==> src/rtl/fetch_pkg.sv <==
// Shared types and constants for the instruction fetch stage.
package fetch_pkg;

    localparam int unsigned INSTR_BYTES      = 4;
    localparam int unsigned FETCH_ADDR_W     = 32;
    localparam logic [FETCH_ADDR_W-1:0] DEFAULT_RESET_PC = 32'h0000_0000;

    typedef enum logic [1:0] {
        FETCH_RUN   = 2'd0,
        FETCH_HALT  = 2'd1,
        FETCH_FAULT = 2'd2
    } fetch_state_e;

    typedef enum logic [1:0] {
        PC_HOLD = 2'd0,
        PC_INC  = 2'd1,
        PC_LOAD = 2'd2
    } pc_op_e;

    // Targets must be word aligned; low two bits flag a bad branch/jump.
    function automatic logic is_misaligned(input logic [1:0] lsb);
        return lsb != 2'b00;
    endfunction

endpackage

==> src/rtl/fetch_unit_if.sv <==
// Fetch-stage bus: instruction memory read port plus the IF/ID handshake.
interface fetch_unit_if #(
    parameter int unsigned DATA_WIDTH = 32,
    parameter int unsigned ADDR_WIDTH = 32
);
    logic [ADDR_WIDTH-1:0] imem_addr;
    logic [DATA_WIDTH-1:0] imem_instr;
    logic                  redirect_valid;
    logic [ADDR_WIDTH-1:0] redirect_target;
    logic                  halt_req;
    logic                  id_ready;
    logic                  id_valid;
    logic [DATA_WIDTH-1:0] id_instr;
    logic [ADDR_WIDTH-1:0] id_pc;
    logic                  fault;

    modport master (
        output imem_addr, id_valid, id_instr, id_pc, fault,
        input  imem_instr, redirect_valid, redirect_target, halt_req, id_ready
    );

    modport slave (
        input  imem_addr, id_valid, id_instr, id_pc, fault,
        output imem_instr, redirect_valid, redirect_target, halt_req, id_ready
    );
endinterface

==> src/rtl/fetch_pc_reg.sv <==
// Program counter register: increment by one instruction, load a target, or hold.
module fetch_pc_reg
    import fetch_pkg::*;
#(
    parameter int unsigned           ADDR_WIDTH = 32,
    parameter logic [ADDR_WIDTH-1:0] RESET_PC   = ADDR_WIDTH'(DEFAULT_RESET_PC)
) (
    input  logic                  clk,
    input  logic                  rst,
    input  pc_op_e                op_i,
    input  logic [ADDR_WIDTH-1:0] target_i,
    output logic [ADDR_WIDTH-1:0] pc_o
);

    logic [ADDR_WIDTH-1:0] pc_q;
    logic [ADDR_WIDTH-1:0] pc_d;

    // Increment wraps naturally at the top of the address space.
    always_comb begin
        pc_d = pc_q;
        unique case (op_i)
            PC_INC:  pc_d = pc_q + ADDR_WIDTH'(INSTR_BYTES);
            PC_LOAD: pc_d = target_i;
            default: pc_d = pc_q;
        endcase
    end

    always_ff @(posedge clk or posedge rst) begin
        if (rst) begin
            pc_q <= RESET_PC;
        end else begin
            pc_q <= pc_d;
        end
    end

    assign pc_o = pc_q;

endmodule

==> src/rtl/fetch_unit.sv <==
// Instruction fetch stage: owns the PC, fills the IF/ID register, and handles
// redirects, halting and sticky misaligned-target faults.
module fetch_unit
    import fetch_pkg::*;
#(
    parameter int unsigned           DATA_WIDTH = 32,
    parameter int unsigned           ADDR_WIDTH = 32,
    parameter logic [ADDR_WIDTH-1:0] RESET_PC   = ADDR_WIDTH'(DEFAULT_RESET_PC)
) (
    input logic          clk,
    input logic          rst,
    fetch_unit_if.master bus
);

    fetch_state_e          state_q, state_d;
    logic                  id_valid_q, id_valid_d;
    logic [DATA_WIDTH-1:0] id_instr_q, id_instr_d;
    logic [ADDR_WIDTH-1:0] id_pc_q, id_pc_d;
    logic                  fault_q, fault_d;
    pc_op_e                pc_op;
    logic [ADDR_WIDTH-1:0] pc;
    logic                  load;

    fetch_pc_reg #(
        .ADDR_WIDTH (ADDR_WIDTH),
        .RESET_PC   (RESET_PC)
    ) u_pc_reg (
        .clk      (clk),
        .rst      (rst),
        .op_i     (pc_op),
        .target_i (bus.redirect_target),
        .pc_o     (pc)
    );

    assign load = !id_valid_q || bus.id_ready;

    // Priority: fault > redirect > halt > load > hold.
    always_comb begin
        state_d    = state_q;
        id_valid_d = id_valid_q;
        id_instr_d = id_instr_q;
        id_pc_d    = id_pc_q;
        fault_d    = fault_q;
        pc_op      = PC_HOLD;

        unique case (state_q)
            FETCH_FAULT: begin
                id_valid_d = 1'b0;
            end
            default: begin
                if (bus.redirect_valid) begin
                    id_valid_d = 1'b0;
                    pc_op      = PC_LOAD;
                    if (is_misaligned(bus.redirect_target[1:0])) begin
                        state_d = FETCH_FAULT;
                        fault_d = 1'b1;
                    end
                end else if (state_q == FETCH_RUN) begin
                    if (bus.halt_req) begin
                        state_d = FETCH_HALT;
                        if (bus.id_ready) id_valid_d = 1'b0;
                    end else if (load) begin
                        id_valid_d = 1'b1;
                        id_instr_d = bus.imem_instr;
                        id_pc_d    = pc;
                        pc_op      = PC_INC;
                    end
                end else begin
                    // Halted: drain the output register, resume one edge after release.
                    if (bus.id_ready) id_valid_d = 1'b0;
                    if (!bus.halt_req) state_d = FETCH_RUN;
                end
            end
        endcase
    end

    always_ff @(posedge clk or posedge rst) begin
        if (rst) begin
            state_q    <= FETCH_RUN;
            id_valid_q <= 1'b0;
            id_instr_q <= '0;
            id_pc_q    <= '0;
            fault_q    <= 1'b0;
        end else begin
            state_q    <= state_d;
            id_valid_q <= id_valid_d;
            id_instr_q <= id_instr_d;
            id_pc_q    <= id_pc_d;
            fault_q    <= fault_d;
        end
    end

    assign bus.imem_addr = pc;
    assign bus.id_valid  = id_valid_q;
    assign bus.id_instr  = id_instr_q;
    assign bus.id_pc     = id_pc_q;
    assign bus.fault     = fault_q;

endmodule
==> src/flat_wrapper.sv <==
// flat-port wrapper written by rule: the top's interface ports become plain ports
module fetch_unit_flat import fetch_pkg::*;
#(
    parameter int unsigned           DATA_WIDTH = 32,
    parameter int unsigned           ADDR_WIDTH = 32,
    parameter logic [ADDR_WIDTH-1:0] RESET_PC   = ADDR_WIDTH'(DEFAULT_RESET_PC)
)
  (clk, rst, bus_imem_addr, bus_id_valid, bus_id_instr, bus_id_pc, bus_fault, bus_imem_instr, bus_redirect_valid, bus_redirect_target, bus_halt_req, bus_id_ready);
  fetch_unit_if #(.DATA_WIDTH(DATA_WIDTH), .ADDR_WIDTH(ADDR_WIDTH)) bus_i ();
  input logic clk;
  input logic rst;
  output wire logic [$bits(bus_i.imem_addr)-1:0] bus_imem_addr;
  output wire logic [$bits(bus_i.id_valid)-1:0] bus_id_valid;
  output wire logic [$bits(bus_i.id_instr)-1:0] bus_id_instr;
  output wire logic [$bits(bus_i.id_pc)-1:0] bus_id_pc;
  output wire logic [$bits(bus_i.fault)-1:0] bus_fault;
  input wire logic [$bits(bus_i.imem_instr)-1:0] bus_imem_instr;
  input wire logic [$bits(bus_i.redirect_valid)-1:0] bus_redirect_valid;
  input wire logic [$bits(bus_i.redirect_target)-1:0] bus_redirect_target;
  input wire logic [$bits(bus_i.halt_req)-1:0] bus_halt_req;
  input wire logic [$bits(bus_i.id_ready)-1:0] bus_id_ready;
  assign bus_imem_addr = bus_i.imem_addr;
  assign bus_id_valid = bus_i.id_valid;
  assign bus_id_instr = bus_i.id_instr;
  assign bus_id_pc = bus_i.id_pc;
  assign bus_fault = bus_i.fault;
  assign bus_i.imem_instr = bus_imem_instr;
  assign bus_i.redirect_valid = bus_redirect_valid;
  assign bus_i.redirect_target = bus_redirect_target;
  assign bus_i.halt_req = bus_halt_req;
  assign bus_i.id_ready = bus_id_ready;
  fetch_unit #(.DATA_WIDTH(DATA_WIDTH), .ADDR_WIDTH(ADDR_WIDTH), .RESET_PC(RESET_PC)) u_core (.clk(clk), .rst(rst), .bus(bus_i));
endmodule
==> config.mk <==
export PLATFORM = sky130hd
export DESIGN_NAME = fetch_unit_flat
export DESIGN_NICKNAME = d
export VERILOG_FILES = /design/src/rtl/fetch_pkg.sv /design/src/rtl/fetch_unit_if.sv /design/src/rtl/fetch_pc_reg.sv /design/src/rtl/fetch_unit.sv /design/src/flat_wrapper.sv
export SDC_FILE = /design/constraint.sdc
export NUM_CORES = 1
export LEC_CHECK = 0
export CORE_MARGIN = 2
export CORE_UTILIZATION = 50
export CTS_BUF_LIST = sky130_fd_sc_hd__clkbuf_4
export DETAILED_ROUTE_END_ITERATION = 8
export PLACE_DENSITY = 0.91
export SETUP_SLACK_MARGIN = 0.4
export SYNTH_ARGS = -nofsm -noshare
export SYNTH_HDL_FRONTEND = slang
export SYNTH_SLANG_ARGS = --single-unit
export TNS_END_PERCENT = 100
==> constraint.sdc <==
create_clock -name clk -period 4.9 [get_ports clk]
set_input_delay 0.98 -clock clk [delete_from_list [all_inputs] [get_ports clk]]
set_output_delay 0.98 -clock clk [all_outputs]
set_load 0.05 [all_outputs]
==> run_results.csv <==
group,metric,value,unit
status,outcome,"finished clean",
cts,clkLatencyLatePin,450,ps
worst_hold_path,min_to,"u_core.bus.fault",
setup_path,worst-path-max-fanout,21,
logic_synthesis,yosys_warnings,0,
global_route,gr-total-overflow,0,
worst_hold_path,hold_depth,1,
global_route,grt_pass1_wl,19700,µm
sta,hold_viol_final,0,
cts,cts_buffers,9,
sta,setup_viol,0,
floorplan,die-area,10100,µm²
placement,port_buffers,166,
setup_path,ff2ff_path_depth,7,
setup_path,crit_slowest_cell,"ha_1",
logic_synthesis,syn_nets,486,
logic_synthesis,synth_top_area_share,53.6,%
cts,h-tree-depth,3,
drt,wirelength,12300,µm
logic_synthesis,ys_seq_area_share,53.6,%
sta,slew_viol_final,0,
logic_synthesis,synth_cells,414,
cts,clk_pin_slew,150,ps
logic_synthesis,yosys_register_bits,100,
drt,vias,4028,
global_route,antenna_found_initial,0,
cts,clock_path_buffers,2,
cts,post_cts_buffers,0,
sta,skew,16.2,ps
sta,fmax,277,MHz
power_and_ir_drop,p_leak,0.00269,µW
setup_path,required,5250,ps
cells_and_area,finish.utilization,71.0,%
worst_hold_path,hold_path.class,"register to register",
cells_and_area,area_delta_synth_final,39.2,%
sta,fin_ws,1300,ps
job,maxCapViolations,0,
power_and_ir_drop,power_density,364,nW/µm²
floorplan,start_util,51.0,%
cells_and_area,n_fill_cell,649,
sta,period_minus_slack,3600,ps
floorplan,die_h,101,µm
setup_path,start_kind,"primary input",
setup_path,worstPathCellList,"clkdlybuf4s50_1 > nor4_1 > o21ai_4 > ha_1 > inv_1 > nand2_1 > o311ai_0 > o311ai_0",
setup_path,r2r_end,"u_core.u_pc_reg.pc_o[17]",
setup_path,rrSetupSlack,1880,ps
worst_hold_path,hp-start,"u_core.bus.fault",
cts,cts_resized,0,
setup_path,critical_path.max_stage_delay,720,ps
drt,final_antenna_net_count,0,
logic_synthesis,syn_area,4670,µm²
global_route,grt_pass1_vias,3984,
setup_path,worstPathArrival,3950,ps
logic_synthesis,synth_flop_cell,"dfrtp_1",
logic_synthesis,yosys-top-cells-area,"dfrtp_1 (54%), mux2_2 (14%), o21ai_0 (3.1%)",
logic_synthesis,synth_edf_count,0,
global_route,grt_max_degree,72,
placement,dpl.hpwl,8870,µm
placement,gp_congestion,0.957,
cts,ctsHoldBuffers,0,
logic_synthesis,ys_types,52,
sta,max_slew_margin,43.7,%
placement,placed_area,6400,µm²
logic_synthesis,async_flop_share,100,%
cells_and_area,final_area,6500,µm²
cts,clock-sinks,100,
sta,finalCritPeriodShare,73.6,%
cts,cts_root_buf,"clkbuf_4",
cells_and_area,antenna_cells,0,
floorplan,ioPinCount,167,
logic_synthesis,avgSynthCellArea,11.3,µm²
logic_synthesis,synth_area_leader_cell,"dfrtp_1",
drt,viasPerCell,5.91,
placement,dp_slack,865,ps
setup_path,crit_top_cell,"o311ai_0",
cts,tritoncts,"done",
drt,initialDrtViolationCount,367,
cells_and_area,drive_gt1_share,15.4,%
logic_synthesis,synth.most_common_cell,"dfrtp_1",
floorplan,core_area,9150,µm²
drt,drc,0,
floorplan,row_count,35,
global_route,grtUsageTotal,24.4,%
cells_and_area,nets,639,
floorplan,fp.dieW,101,µm
setup_path,end_kind,"register",
setup_path,crit_path_start,"bus_redirect_valid",
drt,wl_per_cell,18.1,µm
sta,worst_pin_slew,845,ps
setup_path,r2r-start,"u_core.state_q[0]",
drt,dr.pass1.iters,5,
sta,finalSetupTns,0,ps
sta,rsz0062_at_grt,"no",
logic_synthesis,synth_common_cells,"dfrtp_1 (100), mux2_2 (60), o21ai_0 (29), nor2_1 (27), nand2_1 (20)",
setup_path,path_class,"primary input to register",
power_and_ir_drop,peakVddDrop,0.289,mV
placed cells by master, fill, tap and decap left out, drive strengths merged, types with 3 or more instances in the layout:
master / instances
a21oi: 5
a22o: 3
a22oi: 8
a311oi: 4
a31oi: 7
a32oi: 4
and2: 4
and3: 5
and4: 7
buf: 5
clkbuf: 9
clkdlybuf4s50: 166
clkinv: 3
dfrtp: 100
ha: 3
inv: 9
mux2: 60
mux2i: 3
nand2: 20
nand3: 13
nand4: 13
nor2: 27
nor2b: 6
nor3: 13
nor4: 6
o21ai: 30
o22ai: 3
o311ai: 4
o41ai: 3
how the worst max path moves through the flow:
stage,end,cells past startpoint
2_1_floorplan,u_core.bus.fault,1
3_3_place_gp,u_core.u_pc_reg.pc_o[12],9
3_5_place_dp,u_core.u_pc_reg.pc_o[17],8
4_1_cts,u_core.u_pc_reg.pc_o[17],8
5_1_grt,u_core.u_pc_reg.pc_o[17],8
6_report,u_core.u_pc_reg.pc_o[17],8
through the flow:
step	cells	hold WS (ps)	power [µW]
after global placement	667	463	2010
after global routing	681	534	2480
final	681	501	2370
after CTS	681	505	2380
after detailed placement	667	472	2030
after floorplan	414	479	1660
final cells by class:
cell class | count | area, µm² | share of cell area (%)
Clock buffer | 9 | 67.6 | 1.04
Multi-Input combinational cell | 276 | 2030 | 31.2
Tap cell | 111 | 139 | 2.14
Clock inverter | 5 | 31.3 | 0.481
Sequential cell | 100 | 2500 | 38.5
Inverter | 9 | 36.3 | 0.558
Timing Repair Buffer | 171 | 1700 | 26.1
cell families after synthesis:
logic type	after synthesis	synth area share, %
and+or+nand+nor	122	14.1
muxes	63	15.1
AOI/OAI and AO/OA	88	13.0
buffers and inverters	38	3.35
adders and majority gates	3	0.804
DFF	100	53.6
flip-flops by register name (all words and copies together) (netlist names):
signal / cells
u_core.state_q: 2
u_core.bus.id_instr: 32
u_core.bus.id_pc: 32
u_core.bus.id_valid: 1
u_core.u_pc_reg.pc_o: 32
u_core.bus.fault: 1
per-layer routing:
metal | vias up | share of wire [%] | GRT usage [%]
met2 | 221 | 48 | 39.3
met3 | 21 | 10 | 7.70
met1 | 1934 | 40 | 31.9
met4 | 0 | 1.3 | 7.06
met5 | - | 0 | 0
li1 | 1852 | - | -
power breakdown:
| part | switching [µW] | internal, µW |
|---|---|---|
| clock network | 262 | 96.5 |
| registers | 127 | 946 |
| logic | 591 | 347 |
critical path, delay by kind of cell:
family / cells / cell delay, ps
buffers and inverters: 2 / 930
and+or+nand+nor: 2 / 870
adders and majority gates: 1 / 720
AOI/OAI and AO/OA: 3 / 460
Power figures use the tool's default switching activity.
